### config.mk
export PLATFORM = sky130hd
export DESIGN_NAME = of_hazard_interlock
export DESIGN_NICKNAME = d
export VERILOG_FILES = /design/src/rtl/of_ctrl_pkg.sv /design/src/rtl/hz_tag_pipe.sv /design/src/rtl/of_hazard_interlock.sv
export SDC_FILE = /design/constraint.sdc
export NUM_CORES = 1
export LEC_CHECK = 0
export ABC_AREA = 1
export BUFFER_PORTS_ARGS = -buffer_cell sky130_fd_sc_hd__buf_2
export CORE_AREA = 2 2 107 109
export CTS_BUF_LIST = sky130_fd_sc_hd__clkbuf_4
export DETAILED_ROUTE_END_ITERATION = 7
export DIE_AREA = 0 0 109 111
export PLACE_DENSITY = 0.61
export SLEW_MARGIN = 20
export SYNTH_ARGS = -nofsm -noshare
export SYNTH_HDL_FRONTEND = slang
export SYNTH_SLANG_ARGS = --single-unit
### constraint.sdc
create_clock -name clk -period 2.05 [get_ports clk]
set_input_delay 0.41 -clock clk [delete_from_list [all_inputs] [get_ports clk]]
set_output_delay 0.41 -clock clk [all_outputs]
set_load 0.02 [all_outputs]
### src/rtl/of_ctrl_pkg.sv
// Shared definitions for the operand-fetch interlock: instruction field
// positions, the link register, stage indices and the tag-pipe entry type.
package of_ctrl_pkg;

  // MSB of each 4-bit register field inside the 32-bit instruction word
  localparam int RD_MSB  = 25;
  localparam int RS1_MSB = 21;
  localparam int RS2_MSB = 17;

  // Link register: written by call, read by ret
  localparam logic [3:0] RA_REG = 4'd15;

  // Positions of the in-flight stages inside the tag pipe
  typedef enum logic [1:0] {
    ST_EX = 2'd0,
    ST_MA = 2'd1,
    ST_RW = 2'd2
  } stage_e;

  // One in-flight destination: valid flag plus register number
  typedef struct packed {
    logic       v;
    logic [3:0] tag;
  } tag_entry_t;

  // True when a pending writer matches either consumed source operand
  function automatic logic src_match(tag_entry_t e, logic used1, logic [3:0] src1,
                                     logic used2, logic [3:0] src2);
    return e.v & ((used1 & (e.tag == src1)) | (used2 & (e.tag == src2)));
  endfunction

endpackage

### src/rtl/hz_tag_pipe.sv
// Three-entry destination-tag shift register covering EX, MA and RW.
// Holds everything while the back end is frozen, otherwise shifts one
// stage per cycle and loads EX with the issuing destination or a bubble.
module hz_tag_pipe
  import of_ctrl_pkg::*;
(
  input  logic        clk,
  input  logic        rst_n,
  input  logic        hold_i,
  input  logic        ins_v_i,
  input  logic [3:0]  ins_tag_i,
  output tag_entry_t  ex_o,
  output tag_entry_t  ma_o,
  output tag_entry_t  rw_o,
  output logic [15:0] busy_vec_o
);

  tag_entry_t stage_q [3];
  tag_entry_t stage_d [3];

  // Next state: hold on freeze, else advance and insert the new EX entry
  always_comb begin
    stage_d = stage_q;
    if (!hold_i) begin
      stage_d[ST_RW]     = stage_q[ST_MA];
      stage_d[ST_MA]     = stage_q[ST_EX];
      stage_d[ST_EX].v   = ins_v_i;
      stage_d[ST_EX].tag = ins_v_i ? ins_tag_i : 4'd0;
    end
  end

  // Tag storage; reset abandons every pending writer
  always_ff @(posedge clk or negedge rst_n) begin
    if (!rst_n) begin
      for (int i = 0; i < 3; i++) begin
        stage_q[i] <= '0;
      end
    end else begin
      stage_q <= stage_d;
    end
  end

  assign ex_o = stage_q[ST_EX];
  assign ma_o = stage_q[ST_MA];
  assign rw_o = stage_q[ST_RW];

  // One-hot decode of every valid pending destination, RW included
  for (genvar gi = 0; gi < 16; gi++) begin : g_busy
    assign busy_vec_o[gi] = (stage_q[0].v & (stage_q[0].tag == 4'(gi)))
                          | (stage_q[1].v & (stage_q[1].tag == 4'(gi)))
                          | (stage_q[2].v & (stage_q[2].tag == 4'(gi)));
  end

endmodule

### src/rtl/of_hazard_interlock.sv
// Operand-fetch interlock for the non-forwarding 5-stage core. Decodes the
// OF sources/destination, stalls on pending writers, squashes on taken
// branches from EX and counts hazard-stall and flush cycles.
module of_hazard_interlock
  import of_ctrl_pkg::*;
#(
  parameter bit         WB_BYPASS = 1'b1,
  parameter int         CNT_W     = 16,
  parameter logic [3:0] RA_REG    = of_ctrl_pkg::RA_REG
) (
  input  logic             clk,
  input  logic             rst_n,
  input  logic             of_valid,
  input  logic [31:0]      of_instr,
  input  logic             of_is_st,
  input  logic             of_is_ret,
  input  logic             of_is_imm,
  input  logic             of_is_wb,
  input  logic             of_is_call,
  input  logic             of_use_rs1,
  input  logic             ex_branch_taken,
  input  logic             stall_ext,
  output logic             of_stall,
  output logic             issue_valid,
  output logic             flush_if_of,
  output logic [15:0]      busy_vec,
  output logic [CNT_W-1:0] hazard_cnt,
  output logic [CNT_W-1:0] flush_cnt
);

  logic [3:0]       src1, src2, dest_tag;
  logic             used1, used2, dest_v;
  logic             hazard, flush, hz_stall;
  tag_entry_t       ex_e, ma_e, rw_e;
  logic [CNT_W-1:0] hazard_cnt_q, hazard_cnt_d;
  logic [CNT_W-1:0] flush_cnt_q, flush_cnt_d;
  logic             unused_instr_bits;

  // Source operands: ret reads the link register, stores read rd as data
  assign src1  = of_is_ret ? RA_REG : of_instr[RS1_MSB -: 4];
  assign used1 = of_use_rs1 | of_is_ret;
  assign src2  = of_is_st ? of_instr[RD_MSB -: 4] : of_instr[RS2_MSB -: 4];
  assign used2 = of_is_st | ~of_is_imm;

  assign unused_instr_bits = ^{of_instr[31:26], of_instr[13:0]};

  // Destination decode: call writes the link register, otherwise rd if wb
  always_comb begin
    dest_v   = 1'b0;
    dest_tag = 4'd0;
    if (of_is_call) begin
      dest_v   = 1'b1;
      dest_tag = RA_REG;
    end else if (of_is_wb) begin
      dest_v   = 1'b1;
      dest_tag = of_instr[RD_MSB -: 4];
    end
  end

  // Hazard against older writers; RW only counts without write-then-read
  always_comb begin
    hazard = src_match(ex_e, used1, src1, used2, src2)
           | src_match(ma_e, used1, src1, used2, src2);
    if (!WB_BYPASS) begin
      hazard = hazard | src_match(rw_e, used1, src1, used2, src2);
    end
    hazard = hazard & of_valid;
  end

  // Priority: back-end freeze over flush over data hazard. Reset forces the
  // issue/flush controls idle so nothing is launched while held.
  assign flush       = ex_branch_taken & ~stall_ext & rst_n;
  assign hz_stall    = hazard & ~flush & ~stall_ext;
  assign flush_if_of = flush;
  assign issue_valid = of_valid & ~hazard & ~flush & ~stall_ext & rst_n;
  assign of_stall    = stall_ext | (hazard & ~flush);

  hz_tag_pipe u_tag_pipe (
    .clk        (clk),
    .rst_n      (rst_n),
    .hold_i     (stall_ext),
    .ins_v_i    (issue_valid & dest_v),
    .ins_tag_i  (dest_tag),
    .ex_o       (ex_e),
    .ma_o       (ma_e),
    .rw_o       (rw_e),
    .busy_vec_o (busy_vec)
  );

  assign hazard_cnt_d = (hz_stall && (hazard_cnt_q != '1)) ? hazard_cnt_q + CNT_W'(1) : hazard_cnt_q;
  assign flush_cnt_d  = (flush && (flush_cnt_q != '1)) ? flush_cnt_q + CNT_W'(1) : flush_cnt_q;

  // Saturating statistics counters
  always_ff @(posedge clk or negedge rst_n) begin
    if (!rst_n) begin
      hazard_cnt_q <= '0;
      flush_cnt_q  <= '0;
    end else begin
      hazard_cnt_q <= hazard_cnt_d;
      flush_cnt_q  <= flush_cnt_d;
    end
  end

  assign hazard_cnt = hazard_cnt_q;
  assign flush_cnt  = flush_cnt_q;

endmodule

==> results.json <==
{
  "synth_edf_count": 0,
  "worst-endpoint-arrival_ns": 1.70,
  "grt_pass1_wl_mm": 14.6,
  "crit_type": "flip-flop to primary output",
  "die-height_um": 111,
  "drt-wirelength-per-cell_um": 12.6,
  "drv_slew": 0,
  "grt_use_total_pct": 14.8,
  "slew_headroom_pct": 60.9,
  "fin_nets": 621,
  "final_cell_mix": "150 x nand2_1, 57 x buf_2, 49 x nand3_1, 48 x nor2_1, 39 x dfrtp_1",
  "grt_max_degree": 48,
  "grt_overflow_total": 0,
  "cts_tree": "done",
  "clk-insertion-delay-late_ns": 0.35,
  "drt-vias-per-instance": 4.65,
  "cts.sinks": 47,
  "timing.final.ws_setup_ns": -0.0594,
  "ys.flop_type": "dfrtp_1",
  "path_cells": "buf_6 -> xor2_1 -> nand4_1 -> nand2_1 -> nand2_2 -> nand2_4 -> nand2_2 -> nand2_2 -> buf_6",
  "synth_cell_types": 25,
  "cts_buffers": 5,
  "start_util_pct": 28.8,
  "num-fill-cells": 1190,
  "worstSetupEndpointType": "primary output",
  "worst_path_most_repeated_cell": "nand2_2",
  "maxCapViolations": 0,
  "io_pins": 94,
  "synth_warnings": 0,
  "peakVddDrop_mv": 0.316,
  "cts-root-buf": "clkbuf_4",
  "worst_pin_slew_ns": 0.586,
  "worstPathRequired_ns": 1.64,
  "path_clk_slew_ns": 0.13,
  "start_kind": "flip-flop",
  "finalSetupViolCount": 2,
  "post-dp-hpwl_mm": 6.69,
  "comb_power_share_pct": 27.3,
  "antenna_found_initial": 2,
  "placed_area_sq_um": 3790,
  "synth.avg_cell_area_sq_um": 6.71,
  "htree_levels": 2,
  "area_growth_pct": 36.9,
  "p_sw_w": 0.000770,
  "core_area_sq_um": 11100,
  "final_common_cell": "nand2_1",
  "leakage_nw": 2.35,
  "wirelength_mm": 9.06,
  "dieArea_sq_um": 12100,
  "grt_pass1_vias": 3115,
  "dr_total_vias": 3341,
  "rsz0062_at_grt": "yes",
  "drc": 0,
  "n_antenna_cell": 0,
  "synthArstFlopShare_pct": 100,
  "min_period_ns": 2.11,
  "slowest_stage": "dfrtp_2",
  "powerDensity_nw_per_um2": 521,
  "violations": "negative setup slack",
  "die_width_um": 109,
  "syn_inst": 475,
  "critPathMaxFanout": 5,
  "synth-seq-cells": 47,
  "period_share_pct": 103,
  "slowest_delay_ns": 0.47,
  "portBuffers": 73,
  "drt_pass1_iterations": 4,
  "skew_ns": 0.0101,
  "row_count": 39,
  "ys_seq_area_share_pct": 36.9,
  "dp_slack_ns": 0.000261,
  "first_iter_violations": 171,
  "fmax_ghz": 0.474,
  "switching_share_pct": 33.9,
  "hold_class": "primary input to async pin",
  "drive_above_1_share_pct": 32.6,
  "clockPowerShare_pct": 24.3,
  "seqPwrFrac_pct": 48.4,
  "stdcell_area_sq_um": 4360,
  "syn-cell-area_sq_um": 3190,
  "hold_violations": 0,
  "synth_nets": 520,
  "status": "finished, violations left",
  "post-route-util_pct": 39.4,
  "ctsLongestPathBuffers": 2,
  "fin_setup_tns_ns": -0.0887,
  "power.internal_w": 0.00150,
  "gp_congestion": 0.878,
  "ant_nets": 0
}
what timing repair did:
item                                    CTS  global route
endpoints found under the setup margin   15            21
buffers inserted                          8            10
resized for setup                        34            76
pin swaps                                 8            14
hold buffers                              0             0
layout make-up:
cell class | count | area (sq um) | area share, %
well taps | 143 | 179 | 4.10
clock inverters | 1 | 30.0 | 0.688
flip-flops and latches | 47 | 1190 | 27.2
multi-input cells | 369 | 2000 | 45.9
inverters | 48 | 193 | 4.42
clock buffers | 6 | 45.0 | 1.03
repair buffers | 105 | 729 | 16.7
worst paths after layout:
check                                endpoint  depth (start not counted)          startpoint  slack, ns
hold reg to reg                 flush_cnt[11]                          1       flush_cnt[11]       0.52
max in group asynchronous       hazard_cnt[0]                          2               rst_n       1.47
hold / removal                  hazard_cnt[8]                          2               rst_n       0.17
setup reg to reg                flush_cnt[15]                         11        flush_cnt[0]       0.21
setup / recovery                     of_stall                          9  u_tag_pipe.ma_o[0]      -0.06
min in group clk           u_tag_pipe.ex_o[1]                          3        of_instr[23]       0.37
through the flow:
stage          hold WS [ns]  std cells  power, W
6_report              0.173        719   0.00227
3_5_place_dp          0.505        694   0.00163
4_1_cts               0.176        709   0.00222
2_1_floorplan         0.114        475   0.00142
3_3_place_gp          0.499        694   0.00161
5_1_grt               0.182        719   0.00242
power groups by stage:
stage	Sequential [W]	Clock [W]	Combinational, W
floorplan	0.00115	0	0.000272
global placement	0.00111	0	0.000495
detailed placement	0.00112	0	0.000505
CTS	0.00110	0.000576	0.000545
global route	0.00111	0.000622	0.000687
finish	0.00110	0.000553	0.000621
registers in the layout, summed over array words and instances (netlist names):
signal,count
flush_cnt,16
hazard_cnt,16
u_tag_pipe.ex_o,5
u_tag_pipe.ma_o,5
u_tag_pipe.rw_o,5
logic make-up after synthesis:
| logic type | Yosys count | synth area share (%) |
|---|---|---|
| simple gates | 320 | 43.4 |
| compound gates | 16 | 2.51 |
| xor+xnor | 31 | 8.52 |
| flops | 47 | 36.9 |
| buf+inv | 59 | 7.85 |
| fa+ha+maj | 2 | 0.785 |
synthesized netlist by cell type, types with 3 or more instances:
| library cell | count | area share, % |
|---|---|---|
| nand2_1 | 160 | 19 |
| nand3_1 | 68 | 11 |
| nor2_1 | 61 | 7.2 |
| dfrtp_1 | 47 | 37 |
| inv_1 | 44 | 5.2 |
| xor2_1 | 20 | 5.5 |
| o21ai_0 | 16 | 2.5 |
| nor3_1 | 12 | 1.9 |
| xnor2_1 | 11 | 3.0 |
| nand4_1 | 8 | 1.6 |
| buf_2 | 4 | 0.63 |
| clkbuf_1 | 4 | 0.47 |
| nand2_2 | 4 | 0.78 |
| inv_2 | 3 | 0.35 |
metal layers:
layer / vias to the layer above / track usage [%] / part of all wire [%]
li1: 1699 / - / -
met4: 4 / 2.91 / 1.3
met3: 17 / 3.12 / 5.2
met5: - / 0 / 0.26
met2: 90 / 24.1 / 49
met1: 1531 / 20.1 / 45
critical path: cells and delay by family (launching register included):
kind | cells | cell delay, ns
XOR/XNOR | 1 | 0.15
flip-flops | 1 | 0.47
buffers and inverters | 2 | 0.25
AND/OR/NAND/NOR | 6 | 0.48
Note: power is estimated with default switching activity, not from simulation.
